$ cat config.mk
export PLATFORM = sky130hd
export DESIGN_NAME = if_id_queue
export DESIGN_NICKNAME = d
export VERILOG_FILES = /design/src/rtl/pipeline_pkg.sv /design/src/rtl/if_id_decode.sv /design/src/rtl/if_id_queue.sv
export SDC_FILE = /design/constraint.sdc
export NUM_CORES = 1
export LEC_CHECK = 0
export ABC_AREA = 1
export CAP_MARGIN = 10
export CORE_ASPECT_RATIO = 1.4
export CORE_MARGIN = 2
export CORE_UTILIZATION = 60
export DETAILED_ROUTE_END_ITERATION = 10
export HOLD_SLACK_MARGIN = 0.15
export PLACE_DENSITY = 0.85
export SLEW_MARGIN = 30
export SYNTH_ARGS = -nofsm -noshare
export SYNTH_HDL_FRONTEND = slang
export SYNTH_SLANG_ARGS = --single-unit
$ cat constraint.sdc
create_clock -name clk -period 10.2 [get_ports clk]
set_input_delay 1.53 -clock clk [delete_from_list [all_inputs] [get_ports clk]]
set_output_delay 1.53 -clock clk [all_outputs]
set_load 0.03 [all_outputs]
$ cat src/rtl/pipeline_pkg.sv
// Pipeline-wide instruction encoding constants and the decoded-field bundle
// shared by the IF/ID queue and other decode-aware stages.
package pipeline_pkg;

  localparam int INST_W = 32;
  localparam int OPC_W  = 12;
  localparam int REG_W  = 5;

  localparam int OP_HI = 31;
  localparam int OP_LO = 26;
  localparam int RS_HI = 25;
  localparam int RS_LO = 21;
  localparam int RT_HI = 20;
  localparam int RT_LO = 16;
  localparam int RD_HI = 15;
  localparam int RD_LO = 11;
  localparam int SH_HI = 10;
  localparam int SH_LO = 6;
  localparam int FN_HI = 5;
  localparam int FN_LO = 0;

  localparam logic [5:0]       R_OP   = 6'h00;
  localparam logic [5:0]       JAL_OP = 6'h03;
  localparam logic [OPC_W-1:0] SLL    = 12'h000;
  localparam logic [OPC_W-1:0] SRL    = 12'h002;
  localparam logic [REG_W-1:0] RA_IDX = 5'd31;

  typedef struct packed {
    logic [OPC_W-1:0] opcode;
    logic [REG_W-1:0] rs1;
    logic [REG_W-1:0] rs2;
    logic [REG_W-1:0] rd;
  } dec_t;

  // R-type instructions are distinguished by funct, so it joins the major opcode.
  function automatic logic [OPC_W-1:0] make_opcode(input logic [INST_W-1:0] inst);
    logic [5:0] op;
    op = inst[OP_HI:OP_LO];
    return {op, (op == R_OP) ? inst[FN_HI:FN_LO] : 6'b0};
  endfunction

endpackage

$ cat src/rtl/if_id_decode.sv
// Combinational field extraction: 12-bit opcode plus source/destination
// register indices for one instruction word.
module if_id_decode
  import pipeline_pkg::*;
(
  input  logic [INST_W-1:0] inst_i,
  output logic [OPC_W-1:0]  opcode_o,
  output logic [REG_W-1:0]  rs1_o,
  output logic [REG_W-1:0]  rs2_o,
  output logic [REG_W-1:0]  rd_o
);

  logic [5:0] op;
  logic       unused_shamt;

  assign op           = inst_i[OP_HI:OP_LO];
  assign opcode_o     = make_opcode(inst_i);
  assign rs2_o        = inst_i[RT_HI:RT_LO];
  assign unused_shamt = ^inst_i[SH_HI:SH_LO];

  // Shifts by immediate read their operand from the rt slot.
  always_comb begin
    rs1_o = inst_i[RS_HI:RS_LO];
    if ((opcode_o == SLL) || (opcode_o == SRL)) begin
      rs1_o = inst_i[RT_HI:RT_LO];
    end
  end

  always_comb begin
    rd_o = inst_i[RT_HI:RT_LO];
    if (op == R_OP) begin
      rd_o = inst_i[RD_HI:RD_LO];
    end else if (op == JAL_OP) begin
      rd_o = RA_IDX;
    end
  end

endmodule

$ cat src/rtl/if_id_queue.sv
// IF/ID decoupling queue: stores fetched instructions with their decode
// computed at push time and presents the head to ID, zeroed when empty.
module if_id_queue
  import pipeline_pkg::*;
#(
  parameter int DEPTH = 4,
  parameter int XLEN  = 32
) (
  input  logic                         clk,
  input  logic                         rst,
  input  logic                         in_valid,
  output logic                         in_ready,
  input  logic [XLEN-1:0]              in_pc,
  input  logic [INST_W-1:0]            in_inst,
  input  logic                         flush,
  output logic                         out_valid,
  input  logic                         out_ready,
  output logic [XLEN-1:0]              out_pc,
  output logic [INST_W-1:0]            out_inst,
  output logic [OPC_W-1:0]             out_opcode,
  output logic [REG_W-1:0]             out_rs1_ind,
  output logic [REG_W-1:0]             out_rs2_ind,
  output logic [REG_W-1:0]             out_rd_ind,
  output logic [$clog2(DEPTH+1)-1:0]   count
);

  localparam int PW = (DEPTH > 1) ? $clog2(DEPTH) : 1;
  localparam int CW = $clog2(DEPTH + 1);

  typedef struct packed {
    logic [XLEN-1:0]   pc;
    logic [INST_W-1:0] inst;
    dec_t              dec;
  } entry_t;

  entry_t          mem_q [DEPTH];
  logic [PW-1:0]   wr_ptr_q, wr_ptr_d;
  logic [PW-1:0]   rd_ptr_q, rd_ptr_d;
  logic [CW-1:0]   count_q, count_d;

  logic            push;
  logic            pop;
  dec_t            in_dec;
  entry_t          wr_entry;
  entry_t          head;

  if_id_decode u_decode (
    .inst_i   (in_inst),
    .opcode_o (in_dec.opcode),
    .rs1_o    (in_dec.rs1),
    .rs2_o    (in_dec.rs2),
    .rd_o     (in_dec.rd)
  );

  // in_ready ignores a same-cycle pop so there is no out_ready -> in_ready path.
  assign in_ready  = (count_q < CW'(DEPTH));
  assign out_valid = (count_q != '0);
  assign push      = in_valid && in_ready && !flush;
  assign pop       = out_valid && out_ready && !flush;

  assign wr_entry.pc   = in_pc;
  assign wr_entry.inst = in_inst;
  assign wr_entry.dec  = in_dec;

  always_comb begin
    wr_ptr_d = wr_ptr_q;
    rd_ptr_d = rd_ptr_q;
    count_d  = count_q;
    if (flush) begin
      wr_ptr_d = '0;
      rd_ptr_d = '0;
      count_d  = '0;
    end else begin
      if (push) begin
        wr_ptr_d = wr_ptr_q + PW'(1);
      end
      if (pop) begin
        rd_ptr_d = rd_ptr_q + PW'(1);
      end
      unique case ({push, pop})
        2'b10:   count_d = count_q + CW'(1);
        2'b01:   count_d = count_q - CW'(1);
        default: count_d = count_q;
      endcase
    end
  end

  always_ff @(posedge clk or posedge rst) begin
    if (rst) begin
      wr_ptr_q <= '0;
      rd_ptr_q <= '0;
      count_q  <= '0;
    end else begin
      wr_ptr_q <= wr_ptr_d;
      rd_ptr_q <= rd_ptr_d;
      count_q  <= count_d;
    end
  end

  // Payload storage is left uncleared; occupancy alone decides what is live.
  always_ff @(posedge clk) begin
    if (push) begin
      mem_q[wr_ptr_q] <= wr_entry;
    end
  end

  assign head = mem_q[rd_ptr_q];

  always_comb begin
    out_pc      = '0;
    out_inst    = '0;
    out_opcode  = '0;
    out_rs1_ind = '0;
    out_rs2_ind = '0;
    out_rd_ind  = '0;
    if (out_valid) begin
      out_pc      = head.pc;
      out_inst    = head.inst;
      out_opcode  = head.dec.opcode;
      out_rs1_ind = head.dec.rs1;
      out_rs2_ind = head.dec.rs2;
      out_rd_ind  = head.dec.rd;
    end
  end

  assign count = count_q;

endmodule

==> reports/results.ini <==
[outcome]
status=complete, no violations

[yosys]
yosysMostFrequentCell=nor2_1
syn_nets=1144
ys_seq_area_frac=0.746
synth_common_cells=nor2_1, edfxtp_1, o21ai_0
ys_seq_elements=327
avgSynthCellArea_um2=12.3
synthArstFlopShare=0.0214
synth_area_leaders=edfxtp_1, nor2_1, o21ai_0
synth.top_cell.area_share=0.733
synth_cell_types=25
synth_area_um2=13100
yosys_most_used_dff=edfxtp_1
synthCells=1070
ys.warnings.count=0
synth_edf_count=320
synth_top_area_cell=edfxtp_1

[global_routing]
grt_max_degree=120
antenna_found_initial=2
grt_pass1_wl_um=45000
grt_pass1_vias=8827
grt_overflow_total=0
grt_use_total=0.256

[sta]
post-route-period-util=0.521
slew_violations=0
final-setup-viol-count=0
period_needed_ns=5.32
clock_skew_ns=0.00995
relSlewSlack=0.452
setup_slack_ns=4.88
rsz0062_at_grt=false
tightest_slew_ns=0.822
tns_ns=0
finalHoldViolCount=0
fmax_ghz=0.188

[worst_setup_path]
reg2regPathDepth=7
setup.worst_path.end_class=primary output
regToRegEndpoint=mem_q[1][59]$_DFFE_PP_
crit_fanout=119
crit_arrival_ns=3.79
start_kind=flop
rrSetupSlack_ns=7.49
cp_slowest_stage_delay_ns=0.74
cp.required_ns=8.67
worst-setup-path-type=reg2out
cpMaxStageDelayCell=dfrtp_4
r2r_start=count[2]$_DFFE_PP0P_
path_cells=inv_4 > buf_6 > o21ai_0 > a21oi_1 > clkdlybuf4s50_1

[worst_hold_path]
hp-start=count[1]$_DFFE_PP0P_
hp-class=reg2reg
min_to=count[1]$_DFFE_PP0P_
holdPathStages=2

[power]
pwr_density_cell_nw_per_um2=281
power_mw=4.43
p_leak_nw=5.37
peakVddDrop_uv=220

[floorplan]
io-pin-count=165
die_x_um=129
die_h_um=179
die_area_um2=23100
fp-row-count=64
coreArea_um2=21700
start_util=0.604

[clocking]
htree_levels=1
cts_made_buffers=29
insertion_delay_ns=0.54
clkTransAtPathRegs_ns=0.07
post_cts_buffers=0
ctsResizeCount=0
cts_num_sinks=327
postCtsHoldBufs=0
tritoncts=built
cts_max_path_buffers=3
cts-root-buf=clkbuf_16

[route]
vias=8727
drc=0
ant_nets=0
drtIter0Drc=846
wire_per_inst_um=19.3
drt_wl_total_um=29400
first_pass_iters=5
vias_per_cell=5.72

[cells_and_area]
drive_gt1_frac=0.0562
regArea_um2=9790
area_growth_pct=20.1
fill_cells=1397
nets=1279
multi_input_area_um2=2840
finish.utilization=0.726
fin_cells=1525

[placed_design]
numPlacedInstances=1471
dp.final_hpwl_um=16500
routabilityCongestion=0.767
place_ws_ns=5.45
io_buffers=164

[flow_run]
drv_cap=0

-- power by group --
| group | internal, mW | switching [mW] | total, mW |
|---|---|---|---|
| Sequential | 1.58 | 0.0610 | 1.65 |
| Combinational | 0.599 | 1.15 | 1.75 |
| Clock | 0.572 | 0.464 | 1.04 |
-- state kept, by name, indices dropped and copies added, names as in the netlist --
register and cells:
wr_ptr_q 2, mem_q 320, rd_ptr_q 2, count 3
-- final cells by class --
class / count / area share
Antenna cell: 1 / 0.000159
Clock buffer: 32 / 0.0468
Clock inverter: 21 / 0.0104
Inverter: 29 / 0.00722
Multi-Input combinational cell: 642 / 0.180
Sequential cell: 327 / 0.621
Tap cell: 297 / 0.0236
Timing Repair Buffer: 176 / 0.111
-- cell families after synthesis --
kind of cell             Yosys count  synth area share
AO/OA/AOI/OAI                    256            0.0977
flip-flops                       327             0.746
buffers and inverters            101            0.0402
AND/OR/NAND/NOR                  380             0.110
adder cells (fa/ha/maj)            5           0.00534
XOR/XNOR                           1          0.000668
-- worst max-delay path: cells and delay by family (launching register included) --
kind | cells | cell delay [ns]
flops | 1 | 0.74
buf+inv | 3 | 1.83
compound gates | 2 | 0.51
-- cells in the final DEF (no fill, tap or decap), types with 2 or more instances in the layout --
cell	instances
clkbuf_1	3
buf_4	9
clkdlybuf4s50_1	164
o21ai_1	41
a21oi_1	88
nor2_1	339
buf_6	3
clkinv_1	6
bufinv_16	2
ha_1	4
clkbuf_16	29
nand3_1	4
nor2_4	4
o21ai_0	127
clkinvlp_4	5
nand2_1	28
edfxtp_1	320
dfrtp_1	5
inv_1	25
dfrtp_4	2
clkinv_2	9
-- how the worst max path moves through the flow --
stage	startpoint	end	slack, ns	cells after the start
finish	rd_ptr_q[0]$_DFFE_PP0P_	out_pc[14]	4.88	5
global route	rd_ptr_q[0]$_DFFE_PP0P_	out_pc[14]	4.68	5
CTS	rd_ptr_q[0]$_DFFE_PP0P_	out_inst[17]	4.87	6
detailed placement	rd_ptr_q[0]$_DFFE_PP0P_	out_inst[17]	5.45	6
global placement	rd_ptr_q[0]$_DFFE_PP0P_	out_rd_ind[1]	5.32	5
floorplan	in_valid	mem_q[0][0]$_DFFE_PP_	4.52	4
-- through the flow --
step	hold slack [ns]	instance area, µm²
after detailed placement	0.558	14900
after CTS	0.574	15800
final	0.570	15800
after floorplan	0.513	13100
after global placement	0.553	14800
after global routing	0.594	15800
-- metal layers --
| metal | track usage | routed length [µm] | vias to the layer above |
|---|---|---|---|
| met5 | 0 | 13 | - |
| met4 | 0.113 | 874 | 2 |
| met3 | 0.0376 | 2030 | 65 |
| met2 | 0.461 | 15600 | 397 |
| met1 | 0.304 | 10900 | 4259 |
| li1 | - | - | 4004 |
No activity file was read; power rests on OpenSTA's default activity.
